===== config.mk =====
export PLATFORM = sky130hd
export DESIGN_NAME = mult_div_unit
export DESIGN_NICKNAME = d
export VERILOG_FILES = /design/src/rtl/mdu_pkg.sv /design/src/rtl/mdu_sign_fix.sv /design/src/rtl/mult_div_unit.sv
export SDC_FILE = /design/constraint.sdc
export NUM_CORES = 1
export LEC_CHECK = 0
export CAP_MARGIN = 20
export CORE_ASPECT_RATIO = 1.25
export CORE_MARGIN = 2
export CORE_UTILIZATION = 40
export CTS_CLUSTER_DIAMETER = 40
export CTS_CLUSTER_SIZE = 12
export DETAILED_ROUTE_END_ITERATION = 16
export HOLD_SLACK_MARGIN = 0.03
export RECOVER_POWER = 100
export REMOVE_ABC_BUFFERS = 1
export SLEW_MARGIN = 25
export SYNTH_ARGS = -nofsm -noshare
export SYNTH_HDL_FRONTEND = slang
export SYNTH_SLANG_ARGS = --single-unit

===== constraint.sdc =====
create_clock -name clock -period 12.5 [get_ports clock]
set_clock_uncertainty 0.05 [all_clocks]
set_input_delay 1.25 -clock clock [delete_from_list [all_inputs] [get_ports clock]]
set_output_delay 1.25 -clock clock [all_outputs]
set_load 0.01 [all_outputs]

===== src/rtl/mdu_pkg.sv =====
// Shared types and constants for the multiply/divide unit.
// Op encodings, FSM state type and default datapath width.
package mdu_pkg;

    localparam int DEFAULT_WIDTH = 32;

    localparam logic [1:0] OP_MULT  = 2'b00;
    localparam logic [1:0] OP_MULTU = 2'b01;
    localparam logic [1:0] OP_DIV   = 2'b10;
    localparam logic [1:0] OP_DIVU  = 2'b11;

    typedef enum logic [1:0] {
        IDLE = 2'b00,
        RUN  = 2'b01,
        DONE = 2'b10
    } mduState_t;

endpackage


===== src/rtl/mdu_sign_fix.sv =====
// Operand magnitudes and result sign correction for signed ops.
// Divide handling is present only when MDU_DIVIDE_EN is defined.
module mdu_sign_fix
    import mdu_pkg::*;
#(
    parameter int DATA_WIDTH = DEFAULT_WIDTH
) (
    input  logic [1:0]            op,
    input  logic [DATA_WIDTH-1:0] a,
    input  logic [DATA_WIDTH-1:0] b,
    input  logic [DATA_WIDTH-1:0] rawHi,
    input  logic [DATA_WIDTH-1:0] rawLo,
    output logic [DATA_WIDTH-1:0] aMag,
    output logic [DATA_WIDTH-1:0] bMag,
    output logic [DATA_WIDTH-1:0] resHi,
    output logic [DATA_WIDTH-1:0] resLo
);

    logic                      isSigned;
    logic                      aNeg;
    logic                      bNeg;
    logic [2*DATA_WIDTH-1:0]   prod;

    always_comb begin
        isSigned = (op == OP_MULT) || (op == OP_DIV);
        aNeg     = isSigned && a[DATA_WIDTH-1];
        bNeg     = isSigned && b[DATA_WIDTH-1];
        // Most-negative maps to itself, which is the right unsigned magnitude.
        aMag     = aNeg ? (~a + 1'b1) : a;
        bMag     = bNeg ? (~b + 1'b1) : b;
        prod     = {rawHi, rawLo};
        if (aNeg ^ bNeg) begin
            prod = ~prod + 1'b1;
        end
        {resHi, resLo} = prod;
`ifdef MDU_DIVIDE_EN
        if (op[1]) begin
            if (b == '0) begin
                resLo = '1;
                resHi = a;
            end else begin
                resLo = (aNeg ^ bNeg) ? (~rawLo + 1'b1) : rawLo;
                resHi = aNeg ? (~rawHi + 1'b1) : rawHi;
            end
        end
`endif
    end

endmodule


===== src/rtl/mult_div_unit.sv =====
// Iterative radix-2 HI/LO multiply/divide unit, one step per cycle.
// Divide datapath is built only when MDU_DIVIDE_EN is defined.
module mult_div_unit
    import mdu_pkg::*;
#(
    parameter int DATA_WIDTH = DEFAULT_WIDTH
) (
    input  logic                  clock,
    input  logic                  reset,
    input  logic                  start,
    input  logic [1:0]            op,
    input  logic [DATA_WIDTH-1:0] opA,
    input  logic [DATA_WIDTH-1:0] opB,
    input  logic                  writeHi,
    input  logic                  writeLo,
    input  logic [DATA_WIDTH-1:0] writeData,
    output logic                  busy,
    output logic                  done,
    output logic [DATA_WIDTH-1:0] hi,
    output logic [DATA_WIDTH-1:0] lo
);

    localparam int CW = $clog2(DATA_WIDTH);
`ifdef MDU_DIVIDE_EN
    localparam bit DIV_EN = 1'b1;
`else
    localparam bit DIV_EN = 1'b0;
`endif

    mduState_t             state;
    logic [1:0]            opReg;
    logic [DATA_WIDTH-1:0] aReg;
    logic [DATA_WIDTH-1:0] bReg;
    logic [DATA_WIDTH-1:0] pHi;
    logic [DATA_WIDTH-1:0] pLo;
    logic [CW-1:0]         count;

    logic [DATA_WIDTH-1:0] aMag;
    logic [DATA_WIDTH-1:0] bMag;
    logic [DATA_WIDTH-1:0] resHi;
    logic [DATA_WIDTH-1:0] resLo;
    logic [DATA_WIDTH-1:0] curHi;
    logic [DATA_WIDTH-1:0] curLo;
    logic [DATA_WIDTH-1:0] stepHi;
    logic [DATA_WIDTH-1:0] stepLo;
    logic [DATA_WIDTH:0]   sum;
`ifdef MDU_DIVIDE_EN
    logic [DATA_WIDTH:0]   shifted;
    logic [DATA_WIDTH:0]   trial;
`endif

    mdu_sign_fix #(.DATA_WIDTH(DATA_WIDTH)) signFix (
        .op    (opReg),
        .a     (aReg),
        .b     (bReg),
        .rawHi (stepHi),
        .rawLo (stepLo),
        .aMag  (aMag),
        .bMag  (bMag),
        .resHi (resHi),
        .resLo (resLo)
    );

    // The first step seeds the working pair from the magnitudes.
    always_comb begin
        curHi  = (count == '0) ? '0 : pHi;
        curLo  = pLo;
        if (count == '0) begin
            curLo = opReg[1] ? aMag : bMag;
        end
        sum    = {1'b0, curHi} + (curLo[0] ? {1'b0, aMag} : '0);
        stepHi = sum[DATA_WIDTH:1];
        stepLo = {sum[0], curLo[DATA_WIDTH-1:1]};
`ifdef MDU_DIVIDE_EN
        shifted = {curHi, curLo[DATA_WIDTH-1]};
        trial   = shifted - {1'b0, bMag};
        if (opReg[1]) begin
            stepHi = trial[DATA_WIDTH] ? shifted[DATA_WIDTH-1:0]
                                       : trial[DATA_WIDTH-1:0];
            stepLo = {curLo[DATA_WIDTH-2:0], ~trial[DATA_WIDTH]};
        end
`endif
    end

    always_ff @(posedge clock or posedge reset) begin
        if (reset) begin
            state <= IDLE;
            busy  <= 1'b0;
            done  <= 1'b0;
            hi    <= '0;
            lo    <= '0;
            count <= '0;
            opReg <= '0;
            aReg  <= '0;
            bReg  <= '0;
            pHi   <= '0;
            pLo   <= '0;
        end else begin
            unique case (state)
                IDLE: begin
                    if (writeHi) hi <= writeData;
                    if (writeLo) lo <= writeData;
                    if (start) begin
                        opReg <= op;
                        aReg  <= opA;
                        bReg  <= opB;
                        count <= '0;
                        if (op[1] && !DIV_EN) begin
                            state <= DONE;
                            done  <= 1'b1;
                        end else begin
                            state <= RUN;
                            busy  <= 1'b1;
                        end
                    end
                end
                RUN: begin
                    pHi   <= stepHi;
                    pLo   <= stepLo;
                    count <= count + 1'b1;
                    if (count == CW'(DATA_WIDTH - 1)) begin
                        state <= DONE;
                        busy  <= 1'b0;
                        done  <= 1'b1;
                        hi    <= resHi;
                        lo    <= resLo;
                    end
                end
                DONE: begin
                    done  <= 1'b0;
                    state <= IDLE;
                end
                default: begin
                    state <= IDLE;
                    busy  <= 1'b0;
                    done  <= 1'b0;
                end
            endcase
        end
    end

endmodule

---- After elaboration in Yosys (flattened, before gate mapping) ----
Cells that the tools add are included.
cells by class
  $add $sub $neg .......................... 5
  equal/unequal tests ..................... 10
  mux-type cells .......................... 27
  bitwise gates (word level) .............. 5
  reductions and logical operators ........ 14
operators by type and width
  operator                                                                number
  32-bit two-way mux                                                      10
  32-bit one-hot mux with 2 select lines                                  2
  32-bit by 1-bit adder with 32-bit output (second input constant)        2
  64-bit by 1-bit adder with 64-bit output (second input constant)        1
  64-bit two-way mux                                                      1
  32-bit NOT                                                              2
  64-bit NOT                                                              1
  32-bit by 32-bit adder with 33-bit output                               1
  2-bit inequality test (second input constant)                           6
  5-bit one-hot mux with 2 select lines                                   1
  3-bit AND reduction                                                     3
  1-bit two-way mux                                                       6
  2-bit two-way mux                                                       3
  2-bit AND reduction                                                     3
  5-bit by 1-bit adder with 5-bit output (second input constant)          1
  5-bit equality test (second input constant)                             1
  5-bit zero test                                                         1
  5-bit two-way mux                                                       1
  2-bit equality test (second input constant)                             2
  2-bit zero test                                                         2
  2-bit one-hot mux with 2 select lines                                   1
  4-bit AND reduction                                                     1
  1-bit one-hot mux with 3 select lines                                   1
  2-bit by 1-bit equality test with 1-bit output (second input constant)  1
  other kinds (6)                                                         7
word-level totals
  register bits ........................... 203
  input port bits ......................... 103
  output and inout port bits .............. 66
  logic and storage cells ................. 72

---- Depth between registers and ports, before layout ----
Gate-level depths: netlist (run 1).
  depth after elaboration ................. 13
  gate-level depth with buffers ........... 26
  mapped depth without buffers ............ 19

---- Hierarchy ----
From an unflattened synthesis (run 1), not the netlist that was laid out.
unflattened totals
  cells, all modules ...................... 1564
  area, all modules ....................... 13904.6 sq um
by module, submodules not included
  module         instances  cells an instance  area each (sq um)
  mult_div_unit  1          1117               10954.3
  mdu_sign_fix   1          447                2950.3

---- Least setup slack after synthesis (run 1) ----
No wires, ideal clock.
  path type ............................... register -> register
  from .................................... reg count[0]
  to ...................................... reg hi[31]
  data arrival time ....................... 5.693 ns
  required time ........................... 12.319 ns
  setup slack ............................. 6.626 ns
  cell stages (with the launch flop) ...... 25
  path buffers ............................ 7
  clock period less this slack ............ 5.874 ns
  path through ............................ dfrtp_1 > inv_1 > ha_1 > or4b_1 > clkbuf_1 > clkbuf_1 > clkbuf_1 > clkbuf_1 > nor2_1 > a21oi_1 > clkbuf_1 > buf_1 > nor2_1 > ha_1 > clkbuf_1 > nand4_1 > a2111o_1 > a31o_2 > o221ai_1 > nand4_1 > nor4b_1 > nand3_1 > o41ai_2 > xnor2_1 > o21ai_1
between the ends
  word-level cells in the longest chain between the ends .. 9
  elaborated cells on any way between the ends .. 13
RTL lines
  item                                       line                                      text
  start, declared                            mult_div_unit.sv:36                       logic [CW-1:0] count;
  start signal, assigned                     mult_div_unit.sv:120                      count <= count + 1'b1;
  5-bit zero test                            mult_div_unit.sv:66, mult_div_unit.sv:68
  32-bit two-way mux                         mult_div_unit.sv:68                       if (count == '0) begin
  32-bit two-way mux                         mult_div_unit.sv:71                       sum = {1'b0, curHi} + (curLo[0] ? {1'b0, aMag} : '0);
  32-bit by 32-bit adder with 33-bit output  mult_div_unit.sv:71
  64-bit NOT                                 mdu_sign_fix.sv:33                        prod = ~prod + 1'b1;
  64-bit by 1-bit adder with 64-bit output   mdu_sign_fix.sv:33
  64-bit two-way mux                         mdu_sign_fix.sv:32                        if (aNeg ^ bNeg) begin
  32-bit two-way mux                         mult_div_unit.sv:121                      if (count == CW'(DATA_WIDTH - 1)) begin
  32-bit one-hot mux with 2 select lines     mult_div_unit.sv:99                       unique case (state)
  end signal, assigned                       mult_div_unit.sv:101                      if (writeHi) hi <= writeData;
  end signal, assigned                       mult_div_unit.sv:125                      hi <= resHi;
  end, declared                              mult_div_unit.sv:19                       output logic [DATA_WIDTH-1:0] hi,
Parallel ways exist; a longest one is shown, timed or not. The select of a mux whose other input is x is not followed.
A chain may end at the register's enable or synchronous reset.

---- Final worst setup path (run 1) ----
Same ends and word-level chain as after synthesis.

==> results_tabular.tex, run 1 <==
\begin{tabular}{lr}
\hline
Metric & Value \\
\hline
\multicolumn{2}{l}{\textbf{Outcome}} \\
\quad Status & finished, violations left \\
\quad Violations in the final reports & max-capacitance violations, max-slew violations \\
\multicolumn{2}{l}{\textbf{Detailed routing}} \\
\quad Number of search-and-repair iterations in the first detailed-routing pass & 5 \\
\quad Via-to-Cell Ratio & about 5.7 \\
\quad Remaining routing DRC violations & 0 \\
\quad Starting DRC count in detailed routing & roughly 960 \\
\quad Post-detailed-routing wire length & 45300 um \\
\quad Vias & 13.1k \\
\quad Count of antenna-violating nets left after detailed routing & 0 \\
\quad Routed length per placed instance & between 15 and 20 um \\
\multicolumn{2}{l}{\textbf{Floorplan}} \\
\quad Site Rows & between 70 and 80 \\
\quad Y dimension of the die & between 200 and 250 um \\
\quad Floorplan die width & 172 um \\
\quad Top-level I/O count & 169 \\
\quad Initial Util & about two fifths \\
\quad DIE AREA & about 37000 um\^{}2 \\
\quad Standard cell core area & 34600 um\^{}2 \\
\multicolumn{2}{l}{\textbf{Synthesis}} \\
\quad Number of flops mapped to enable cells by yosys & 0 \\
\quad Syn avg cell area & 8.33 um\^{}2 \\
\quad Synthesis-stage register bit count & between 200 and 250 \\
\quad Part of the Yosys area used for sequential elements & 36.0\% \\
\quad Synthesized-area fraction occupied by xor and xnor cells & 7.69\% \\
\quad Primary FF master, synth & sky130\_fd\_sc\_hd\_\_dfrtp\_1 \\
\quad Arithmetic-cell share of the synthesized area counting full adders, half adders and majority gates & 3.51\% \\
\quad Simple-Gate Fraction of Synth Area & 22.5\% \\
\quad Number of library cell types mapped by synthesis & 83 \\
\quad Synth Instances & 1695 \\
\quad Cell types with the largest area share after synthesis & sky130\_fd\_sc\_hd\_\_dfrtp\_1 (36\%), sky130\_fd\_sc\_hd\_\_nand2\_1 (6.0\%), sky130\_fd\_sc\_hd\_\_o21ai\_0 (5.4\%), sky130\_fd\_sc\_hd\_\_a21oi\_1 (4.6\%), sky130\_fd\_sc\_hd\_\_mux2\_2 (4.5\%) \\
\quad Yosys top cell area share & 36.0\% \\
\quad Compound-cell area share of the yosys netlist & between 20\% and 30\% \\
\quad Netlist Area Pre-Place & 14100 um\^{}2 \\
\quad Largest family of logic cells by synthesized area & simple AND/OR/NAND/NOR gates \\
\quad Number of warnings printed during yosys synthesis & 0 \\
\quad FFs w/ async S/R, synth & 100\% \\
\quad Dominant cell type by area after synthesis & sky130\_fd\_sc\_hd\_\_dfrtp\_1 \\
\quad Share of cell area taken by muxes after synthesis & about 5.1\% \\
\multicolumn{2}{l}{\textbf{Finish}} \\
\quad Area growth from synthesis to layout & 21.5\% \\
\quad Post-layout util & 49.6\% \\
\quad Area occupied by multi-input gates & 8530 um\^{}2 \\
\quad Flip-flop and latch area & 5080 um\^{}2 \\
\quad Post-layout instance area & 17200 um\^{}2 \\
\quad Total of fill cells in the finished design & about 3.4k \\
\quad \# nets final & between 1.5k and 2k \\
\quad Number of standard cells in the final layout excluding fillers & roughly 2.3k \\
\quad Inserted Diodes & 0 \\
\quad Share of layout cells above drive strength 1 & 9.47\% \\
\multicolumn{2}{l}{\textbf{Global route}} \\
\quad Pin count of the biggest net entering global routing & 92 \\
\quad Wire length of the first global-routing pass & slightly above 70000 um \\
\quad Total routing resource utilization after global routing & 24.5\% \\
\quad Via count of the first global-routing pass & 12.8k \\
\quad Gr ovfl total & 0 \\
\quad Antenna violations before repair & 1 \\
\multicolumn{2}{l}{\textbf{Clock network}} \\
\quad Count of hold-fix buffers inserted at cts & 0 \\
\quad Clock tree from TritonCTS & yes \\
\quad Clock-pin transition on the worst setup and hold timing paths & 0.06 ns \\
\quad Num CTS Buffers & 30 \\
\quad Clock Latency Late Sink & 0.56 ns \\
\quad \# H-tree levels & 1 \\
\quad Worst-case clock buffer depth & 3 \\
\quad Post-cts gate resize count & 0 \\
\quad CTS root buf & sky130\_fd\_sc\_hd\_\_clkbuf\_16 \\
\quad Total setup buffers inserted after CTS & 0 \\
\quad Total number of clock tree sinks & 203 \\
\multicolumn{2}{l}{\textbf{Timing}} \\
\quad Final Critical Period & approximately 8.7 ns \\
\quad Sum of negative setup slack & 0 ns \\
\quad Worst slew margin & -176\% \\
\quad Hold Violations, Final & 0 \\
\quad Total setup violations reported at the end of the flow & 0 \\
\quad Fin crit share & 69.9\% \\
\quad Slew of the pin with the lowest slew margin & 4.13 ns \\
\quad Final Max Slew Viols & 478 \\
\quad Fmax & 114 MHz \\
\quad Unrepaired setup endpoints after global routing & false \\
\multicolumn{2}{l}{\textbf{Critical path}} \\
\quad CP endpoint kind & register \\
\quad Data arrival time at the worst-slack endpoint & 9.13 ns \\
\quad Critical path class & register to register \\
\quad Largest driver fanout on the critical path & just over 70 \\
\quad Worst endpoint required time & 12.88 ns \\
\quad CP Launch Type & register \\
\multicolumn{2}{l}{\textbf{Placement}} \\
\quad Post-place instance area & 16200 um\^{}2 \\
\quad GPL Wtd Cong & between 0.9 and 1 \\
\quad Count of input and output buffers & 168 \\
\quad Final HPWL from detailed placement & between 30000 and 40000 um \\
\quad Inst Count DP & $\sim$2.3k \\
\multicolumn{2}{l}{\textbf{Flow run}} \\
\quad Number of max-cap violations & 8 \\
\multicolumn{2}{l}{\textbf{Min path}} \\
\quad Hold Crit Class & register to register \\
\hline
\end{tabular}
## state kept, by name, summed over array words and instances (netlist names)
signal and flops:
pHi 32, lo 32, done 1, aReg 32, busy 1, state 2
opReg 2, bReg 32, hi 32, count 5, pLo 32
## path summary, 6_finish.rpt
check	startpoint	endpoint	slack (ns)	cells after the start
min reg2reg	lo[7]$_DFFE_PP0P_	lo[7]$_DFFE_PP0P_	0.42	2
min	lo[7]$_DFFE_PP0P_	lo[7]$_DFFE_PP0P_	0.42	2
max in group asynchronous	reset	pHi[21]$_DFFE_PP0P_	5.50	3
min in group asynchronous	reset	count[2]$_DFFE_PP0P_	1.97	2
max reg2reg	count[0]$_DFFE_PP0P_	hi[31]$_DFFE_PP0P_	3.76	21
max	count[0]$_DFFE_PP0P_	hi[31]$_DFFE_PP0P_	3.76	21
## layout by cell type (no fill, tap or decap), drive strengths merged, types with 60 or more instances in the layout
cell	Yosys	final
dlygate4sd3	0	69
nor2	138	138
a21oi	132	132
nand2	225	225
o21ai	159	159
xor2	63	63
xnor2	61	61
dfrtp	203	203
clkdlybuf4s50	0	99
and2	60	60
## worst max-delay path, stage by stage, from the launching register on
cell and delay [ns]:
sky130_fd_sc_hd__dfrtp_1 0.40, sky130_fd_sc_hd__inv_1 0.07, sky130_fd_sc_hd__ha_1 0.21, sky130_fd_sc_hd__or4b_1 0.16
sky130_fd_sc_hd__clkbuf_1 2.17, sky130_fd_sc_hd__nor2_1 0.21, sky130_fd_sc_hd__a21oi_2 0.21, sky130_fd_sc_hd__clkbuf_1 0.93
sky130_fd_sc_hd__inv_1 0.27, sky130_fd_sc_hd__o21a_1 0.23, sky130_fd_sc_hd__ha_1 0.28, sky130_fd_sc_hd__a21o_1 0.17
sky130_fd_sc_hd__and4_1 0.25, sky130_fd_sc_hd__o21ai_0 0.35, sky130_fd_sc_hd__a21oi_1 0.26, sky130_fd_sc_hd__o311ai_1 0.59
sky130_fd_sc_hd__nand4_1 0.22, sky130_fd_sc_hd__nor4b_1 0.68, sky130_fd_sc_hd__nand3_1 0.22, sky130_fd_sc_hd__o41ai_1 0.43
sky130_fd_sc_hd__xnor2_1 0.16, sky130_fd_sc_hd__o21ai_1 0.07
## layout make-up
cell class	count	share of cell area (%)
Multi-Input combinational cell	1361	49.8
Sequential cell	203	29.6
Timing Repair Buffer	192	10.7
Clock buffer	37	4.95
Tap cell	468	3.41
Clock inverter	17	0.956
Inverter	27	0.598
## cells by family (layout without fill, tap and decap cells)
kind of cell	after synthesis	count (layout)
AND/OR/NAND/NOR	646	646
multiplexers	65	65
adder cells (fa/ha/maj)	39	39
flip-flops	203	203
buffers and inverters	131	273
XOR/XNOR	124	124
AO/OA/AOI/OAI	487	487
## synth_stat cells, types with 13 or more instances
master,count
sky130_fd_sc_hd__clkbuf_1,89
sky130_fd_sc_hd__xnor2_1,61
sky130_fd_sc_hd__o22ai_1,13
sky130_fd_sc_hd__mux2_2,57
sky130_fd_sc_hd__dfrtp_1,203
sky130_fd_sc_hd__nor2_1,138
sky130_fd_sc_hd__ha_1,38
sky130_fd_sc_hd__nor3_1,29
sky130_fd_sc_hd__and2_1,60
sky130_fd_sc_hd__nand3_1,42
sky130_fd_sc_hd__a21oi_1,131
sky130_fd_sc_hd__o31ai_1,13
sky130_fd_sc_hd__nand2_1,225
sky130_fd_sc_hd__xor2_1,63
sky130_fd_sc_hd__nand4_1,18
sky130_fd_sc_hd__inv_1,26
sky130_fd_sc_hd__o21ai_0,153
sky130_fd_sc_hd__or3_1,21
sky130_fd_sc_hd__a41oi_1,15
sky130_fd_sc_hd__a31oi_1,47
sky130_fd_sc_hd__and3_1,27
## routing by layer
| layer | track usage, % | share of wire (%) |
|---|---|---|
| met2 | 38.7 | 46 |
| met3 | 2.99 | 5.9 |
| met1 | 34.0 | 45 |
| met4 | 9.80 | 4.0 |
| met5 | 0 | 0.029 |
## stage by stage
step	hold WS (ns)	worst slack, ns
finish	0.418	3.76
global route	0.440	2.90
CTS	0.418	6.37
detailed placement	0.405	6.37
global placement	0.403	6.59
floorplan	0.388	5.25
Power of run 1 is not shown: default switching activity piles up to over one toggle a cycle in this logic, so the estimate is an artifact.
==> run 2, diff against run 1 <==
==> constraint.sdc (replaced) <==
create_clock -name clock -period 8.59 [get_ports clock]
set_clock_uncertainty 0.05 [all_clocks]
set_input_delay 0.859 -clock clock [delete_from_list [all_inputs] [get_ports clock]]
set_output_delay 0.859 -clock clock [all_outputs]
set_load 0.01 [all_outputs]
==> results_tabular.tex, run 2 (synthesis results as in run 1) <==
\begin{tabular}{lr}
\hline
Metric & Value \\
\hline
\multicolumn{2}{l}{\textbf{Outcome}} \\
\quad Status & finished, violations left \\
\quad Violations in the final reports & max-capacitance violations, max-slew violations \\
\multicolumn{2}{l}{\textbf{Min path}} \\
\quad Hold Crit Class & register to register \\
\quad Destination of the worst hold path & pHi[30]\$\_DFFE\_PP0P\_ \\
\quad Hold path depth & 2 \\
\quad Hold path startpoint & pHi[30]\$\_DFFE\_PP0P\_ \\
\multicolumn{2}{l}{\textbf{Finish}} \\
\quad Number of standard cells in the final layout excluding fillers & 2312 \\
\quad Area growth from synthesis to layout & 22.5\% \\
\quad Most frequent cells in the layout & sky130\_fd\_sc\_hd\_\_nand2\_1 (225), sky130\_fd\_sc\_hd\_\_dfrtp\_1 (203), sky130\_fd\_sc\_hd\_\_o21ai\_0 (157) \\
\quad Post-layout util & 50.0\% \\
\quad Share of layout cells above drive strength 1 & roughly a tenth \\
\quad Leading cell type in the layout, fill and taps excluded & sky130\_fd\_sc\_hd\_\_nand2\_1 \\
\quad Inserted Diodes & 0 \\
\quad \# nets final & 1962 \\
\multicolumn{2}{l}{\textbf{Timing}} \\
\quad Final Max Slew Viols & 335 \\
\quad Final Critical Period & 6.77 ns \\
\quad Slew of the pin with the lowest slew margin & 3.90 ns \\
\quad Fmax & 148 MHz \\
\quad Hold Violations, Final & 0 \\
\quad Fin crit share & between 70\% and 80\% \\
\quad Total setup violations reported at the end of the flow & 0 \\
\quad Unrepaired setup endpoints after global routing & false \\
\quad Worst slew margin & -160\% \\
\quad Sum of negative setup slack & 0 ns \\
\multicolumn{2}{l}{\textbf{Placement}} \\
\quad GPL Wtd Cong & 0.900 \\
\quad Inst Count DP & about 2.3k \\
\quad Final HPWL from detailed placement & 33800 um \\
\quad Count of input and output buffers & 168 \\
\multicolumn{2}{l}{\textbf{Detailed routing}} \\
\quad Post-detailed-routing wire length & between 40000 and 50000 um \\
\quad Routed length per placed instance & 19.5 um \\
\quad Vias & 13.2k \\
\quad Remaining routing DRC violations & 0 \\
\quad Count of antenna-violating nets left after detailed routing & 0 \\
\quad Number of search-and-repair iterations in the first detailed-routing pass & 7 \\
\quad Via-to-Cell Ratio & 5.72 \\
\quad Starting DRC count in detailed routing & 1030 \\
\multicolumn{2}{l}{\textbf{Critical path}} \\
\quad Worst path cell trace & inv\_1 -> ha\_1 -> or4b\_1 -> buf\_4 -> a21oi\_1 -> clkbuf\_1 -> inv\_1 -> o21a\_1 -> ha\_1 -> a21o\_1 -> and4\_1 -> o21ai\_0 -> a21oi\_1 -> o311ai\_1 -> nand4\_1 -> nor4b\_1 -> nand3\_1 -> o41ai\_1 -> xnor2\_1 -> o21ai\_1 \\
\quad Critical path class & register to register \\
\quad CP endpoint kind & register \\
\quad R2R Path Start & count[0]\$\_DFFE\_PP0P\_ \\
\quad Path depth of the worst reg2reg path & 20 \\
\quad Data arrival time at the worst-slack endpoint & 7.11 ns \\
\quad Worst endpoint required time & a little under 9 ns \\
\quad Critical-path top delay cell & sky130\_fd\_sc\_hd\_\_clkbuf\_1 \\
\quad Reg-to-reg setup timing slack & 1.82 ns \\
\quad Critical Path Max Stage Delay & 0.95 ns \\
\quad CP bufs+invs & 4 \\
\quad Kind of cell with the highest combined delay on the critical path & compound AO/OA/AOI/OAI gates \\
\quad Largest driver fanout on the critical path & 30 \\
\quad RR Endpoint & hi[31]\$\_DFFE\_PP0P\_ \\
\quad CP Launch Type & register \\
\multicolumn{2}{l}{\textbf{Clock network}} \\
\quad Num CTS Buffers & 34 \\
\quad \# H-tree levels & 2 \\
\quad Clock Latency Late Sink & $\sim$0.52 ns \\
\quad Clock tree from TritonCTS & yes \\
\quad Clock-pin transition on the worst setup and hold timing paths & 0.05 ns \\
\quad CTS root buf & sky130\_fd\_sc\_hd\_\_clkbuf\_16 \\
\quad Total setup buffers inserted after CTS & 0 \\
\quad Total number of clock tree sinks & 203 \\
\quad Count of hold-fix buffers inserted at cts & 0 \\
\quad Post-cts gate resize count & 0 \\
\quad Worst-case clock buffer depth & 3 \\
\multicolumn{2}{l}{\textbf{Floorplan}} \\
\quad Top-level I/O count & approximately 170 \\
\quad Floorplan die width & $\sim$170 um \\
\quad Initial Util & 40.8\% \\
\quad Standard cell core area & between 30000 and 40000 um\^{}2 \\
\quad DIE AREA & 36800 um\^{}2 \\
\quad Y dimension of the die & 214 um \\
\quad Site Rows & 76 \\
\multicolumn{2}{l}{\textbf{Global route}} \\
\quad Via count of the first global-routing pass & 12.9k \\
\quad Pin count of the biggest net entering global routing & 89 \\
\quad Wire length of the first global-routing pass & 71100 um \\
\quad Total routing resource utilization after global routing & 24.4\% \\
\quad Gr ovfl total & 0 \\
\quad Antenna violations before repair & 0 \\
\multicolumn{2}{l}{\textbf{Flow run}} \\
\quad Number of max-cap violations & 6 \\
\hline
\end{tabular}
==> run 2: cell count changes in the layout (fill, tap and decap cells not counted), sizes merged <==
cell,previous run,this run
clkbuf,43,46
buf,18,20
bufinv,1,3
clkinv,5,7
inv,35,33
clkdlybuf4s50,99,100
dlygate4sd3,69,68
==> run 2: cell type report <==
class                      count  area [um^2]
sequential                   203         5080
multi-input combinational   1361         8520
timing repair buffer         193         1850
tap                          468          586
clock inverter                19          214
fill                        3377        17300
clock buffer                  41          948
inverter                      27          103
==> run 2: metrics by stage <==
stage	hold WS, ns	instance area (um^2)	setup WS (ns)
final	0.415	17300	1.82
after global routing	0.449	17300	1.19
after CTS	0.423	17400	2.66
after detailed placement	0.411	16200	2.67
after global placement	0.402	16200	2.76
after floorplan	0.388	13700	1.73
==> run 2: layer usage <==
layer	global-route usage (%)	wire, um	share of wire, %	vias up
met5	0	0	0	-
met4	7.34	1100	2.4	0
met3	2.68	2360	5.2	67
met2	39.7	20900	46	396
met1	34.1	20800	46	6377
li1	-	-	-	6380
==> run 2: worst max-delay path by stage <==
stage	start	end	cells after the start
after floorplan	start	aReg[10]$_DFFE_PP0P_	2
after global placement	count[0]$_DFFE_PP0P_	hi[30]$_DFFE_PP0P_	20
after detailed placement	count[0]$_DFFE_PP0P_	hi[31]$_DFFE_PP0P_	20
after CTS	count[0]$_DFFE_PP0P_	hi[31]$_DFFE_PP0P_	20
after global routing	count[0]$_DFFE_PP0P_	hi[31]$_DFFE_PP0P_	20
final	count[0]$_DFFE_PP0P_	hi[31]$_DFFE_PP0P_	20
==> run 2: tightest hold or removal path: cells and delay by family (launching register included) <==
| family | cells | cell delay, ns |
|---|---|---|
| simple gates | 2 | 0.11 |
| flops | 1 | 0.33 |
Power of run 2 is left out for the same reason.
==> run 3, diff against run 2 <==
==> constraint.sdc (replaced) <==
create_clock -name clock -period 5.8 [get_ports clock]
set_clock_uncertainty 0.05 [all_clocks]
set_input_delay 0.58 -clock clock [delete_from_list [all_inputs] [get_ports clock]]
set_output_delay 0.58 -clock clock [all_outputs]
set_load 0.01 [all_outputs]
==> results_tabular.tex, run 3 (synthesis results as in run 1) <==
\begin{tabular}{lr}
\hline
Metric & Value \\
\hline
\multicolumn{2}{l}{\textbf{Global route}} \\
\quad Gr ovfl total & 0 \\
\quad Wire length of the first global-routing pass & 72800 um \\
\quad Pin count of the biggest net entering global routing & 116 \\
\quad Antenna violations before repair & 1 \\
\quad Total routing resource utilization after global routing & 25.1\% \\
\quad Via count of the first global-routing pass & roughly 13k \\
\multicolumn{2}{l}{\textbf{Finish}} \\
\quad Inserted Diodes & 0 \\
\quad Share of layout cells above drive strength 1 & 11.3\% \\
\quad \# nets final & 1998 \\
\quad Most frequent cells in the layout & sky130\_fd\_sc\_hd\_\_nand2\_1 (224), sky130\_fd\_sc\_hd\_\_dfrtp\_1 (203), sky130\_fd\_sc\_hd\_\_o21ai\_0 (154) \\
\quad Total of fill cells in the finished design & 3379 \\
\quad Area growth from synthesis to layout & 25.1\% \\
\quad Leading cell type in the layout, fill and taps excluded & sky130\_fd\_sc\_hd\_\_nand2\_1 \\
\multicolumn{2}{l}{\textbf{Detailed routing}} \\
\quad Remaining routing DRC violations & 0 \\
\quad M1 WL & 21300 um \\
\quad Starting DRC count in detailed routing & 1052 \\
\quad Routed length on met3 & 2400 um \\
\quad Routed length per placed instance & 19.8 um \\
\quad Number of search-and-repair iterations in the first detailed-routing pass & 6 \\
\quad Via-to-Cell Ratio & 5.69 \\
\quad Routed length on met2 & 21200 um \\
\quad Count of antenna-violating nets left after detailed routing & 0 \\
\quad Post-detailed-routing wire length & 46400 um \\
\quad Vias & 13.4k \\
\quad Uppermost layer routed & met5 \\
\multicolumn{2}{l}{\textbf{Placement}} \\
\quad Final HPWL from detailed placement & 34700 um \\
\quad Count of input and output buffers & 168 \\
\quad GPL Wtd Cong & 0.896 \\
\multicolumn{2}{l}{\textbf{Timing}} \\
\quad Fin crit share & 92.8\% \\
\quad Sum of negative setup slack & 0 ns \\
\quad Slew of the pin with the lowest slew margin & 3.86 ns \\
\quad Final Critical Period & 5.38 ns \\
\quad Final worst hold slack & 0.418 ns \\
\quad Fmax & 186 MHz \\
\quad Unrepaired setup endpoints after global routing & false \\
\quad Total setup violations reported at the end of the flow & 0 \\
\quad Worst slew margin & -157\% \\
\quad Hold Violations, Final & 0 \\
\quad Final Max Slew Viols & approximately 400 \\
\multicolumn{2}{l}{\textbf{Floorplan}} \\
\quad Y dimension of the die & 214 um \\
\quad Standard cell core area & about 35000 um\^{}2 \\
\quad Initial Util & between 40\% and 50\% \\
\quad Top-level I/O count & 169 \\
\quad Site Rows & 76 \\
\quad DIE AREA & 36800 um\^{}2 \\
\quad Floorplan die width & 172 um \\
\multicolumn{2}{l}{\textbf{Critical path}} \\
\quad Critical path class & register to register \\
\quad Largest driver fanout on the critical path & 19 \\
\quad CP endpoint kind & register \\
\quad Data arrival time at the worst-slack endpoint & around 5.7 ns \\
\quad CP Launch Type & register \\
\quad Worst endpoint required time & 6.13 ns \\
\multicolumn{2}{l}{\textbf{Clock network}} \\
\quad Total setup buffers inserted after CTS & 0 \\
\quad Num CTS Buffers & 35 \\
\quad Worst-case clock buffer depth & 3 \\
\quad Total number of clock tree sinks & just over 200 \\
\quad Post-cts gate resize count & 0 \\
\quad Clock-pin transition on the worst setup and hold timing paths & 0.06 ns \\
\quad \# H-tree levels & 2 \\
\quad Count of hold-fix buffers inserted at cts & 0 \\
\quad Clock Latency Late Sink & 0.52 ns \\
\quad CTS root buf & sky130\_fd\_sc\_hd\_\_clkbuf\_16 \\
\quad Clock tree from TritonCTS & yes \\
\multicolumn{2}{l}{\textbf{Flow run}} \\
\quad Number of max-cap violations & 6 \\
\multicolumn{2}{l}{\textbf{Outcome}} \\
\quad Violations in the final reports & max-capacitance violations, max-slew violations \\
\quad Status & finished, violations left \\
\multicolumn{2}{l}{\textbf{Min path}} \\
\quad Hold Crit Class & register to register \\
\hline
\end{tabular}
## run 3: changes by cell type in the layout (fill, tap and decap cells not counted), moves of 3 or more
cell / delta
sky130_fd_sc_hd__o21ai_1: +3
sky130_fd_sc_hd__clkbuf_1: +9
sky130_fd_sc_hd__buf_4: +26
sky130_fd_sc_hd__clkinv_4: +4
sky130_fd_sc_hd__inv_6: +4
sky130_fd_sc_hd__and2_0: -4
sky130_fd_sc_hd__o21ai_0: -3
sky130_fd_sc_hd__and2_1: +4
sky130_fd_sc_hd__clkinv_2: -5
## run 3: area by class of cell
cell class | instances | area (um^2) | area share, %
Tap cell | 468 | 586 | 3.32
Inverter | 27 | 105 | 0.595
Multi-Input combinational cell | 1361 | 8550 | 48.4
Clock buffer | 43 | 967 | 5.48
Timing Repair Buffer | 228 | 2100 | 11.9
Sequential cell | 203 | 5080 | 28.8
Clock inverter | 21 | 279 | 1.58
## run 3: per-layer routing
| metal | global-route usage, % | vias up |
|---|---|---|
| met5 | 0 | - |
| li1 | - | 6463 |
| met3 | 2.95 | 78 |
| met1 | 35.2 | 6430 |
| met4 | 7.56 | 2 |
| met2 | 40.5 | 409 |
## run 3: stage by stage
stage	instances	instance area, um^2	setup slack (ns)	utilization (%)
floorplan	1591	13700	-0.780	-
global placement	2287	16500	0.312	47.6
detailed placement	2287	16500	0.284	47.6
CTS	2351	17700	0.276	51.2
global route	2351	17700	0.0568	51.0
finish	2351	17700	0.417	51.0
## run 3: critical path, stage by stage, from the launching register on
cell	delay [ns]
sky130_fd_sc_hd__dfrtp_1	0.69
sky130_fd_sc_hd__nand2b_1	0.70
sky130_fd_sc_hd__a21oi_1	0.12
sky130_fd_sc_hd__xnor2_1	0.31
sky130_fd_sc_hd__nor2_1	0.11
sky130_fd_sc_hd__ha_2	0.44
sky130_fd_sc_hd__a21oi_1	0.13
sky130_fd_sc_hd__and2_1	0.19
sky130_fd_sc_hd__a2111o_1	0.45
sky130_fd_sc_hd__a31o_2	0.32
sky130_fd_sc_hd__o221ai_1	0.31
sky130_fd_sc_hd__nand4_1	0.20
sky130_fd_sc_hd__nor4b_2	0.32
sky130_fd_sc_hd__buf_4	0.18
sky130_fd_sc_hd__nand3_1	0.14
sky130_fd_sc_hd__o31ai_1	0.32
sky130_fd_sc_hd__xor2_1	0.16
sky130_fd_sc_hd__o21ai_0	0.09
## run 3: path summary, 6_finish.rpt
path                                      startpoint                    to  slack [ns]  depth (start not counted)
worst max-delay path            opReg[0]$_DFFE_PP0P_    hi[30]$_DFFE_PP0P_        0.42                         17
worst min-delay path              lo[12]$_DFFE_PP0P_    lo[12]$_DFFE_PP0P_        0.42                          2
worst max register to register  opReg[0]$_DFFE_PP0P_    hi[30]$_DFFE_PP0P_        0.42                         17
worst min register to register    lo[12]$_DFFE_PP0P_    lo[12]$_DFFE_PP0P_        0.42                          2
max in group asynchronous                      reset  bReg[24]$_DFFE_PP0P_        1.49                          3
min in group asynchronous                      reset   bReg[2]$_DFFE_PP0P_        1.28                          2
Power of run 3 is left out for the same reason.
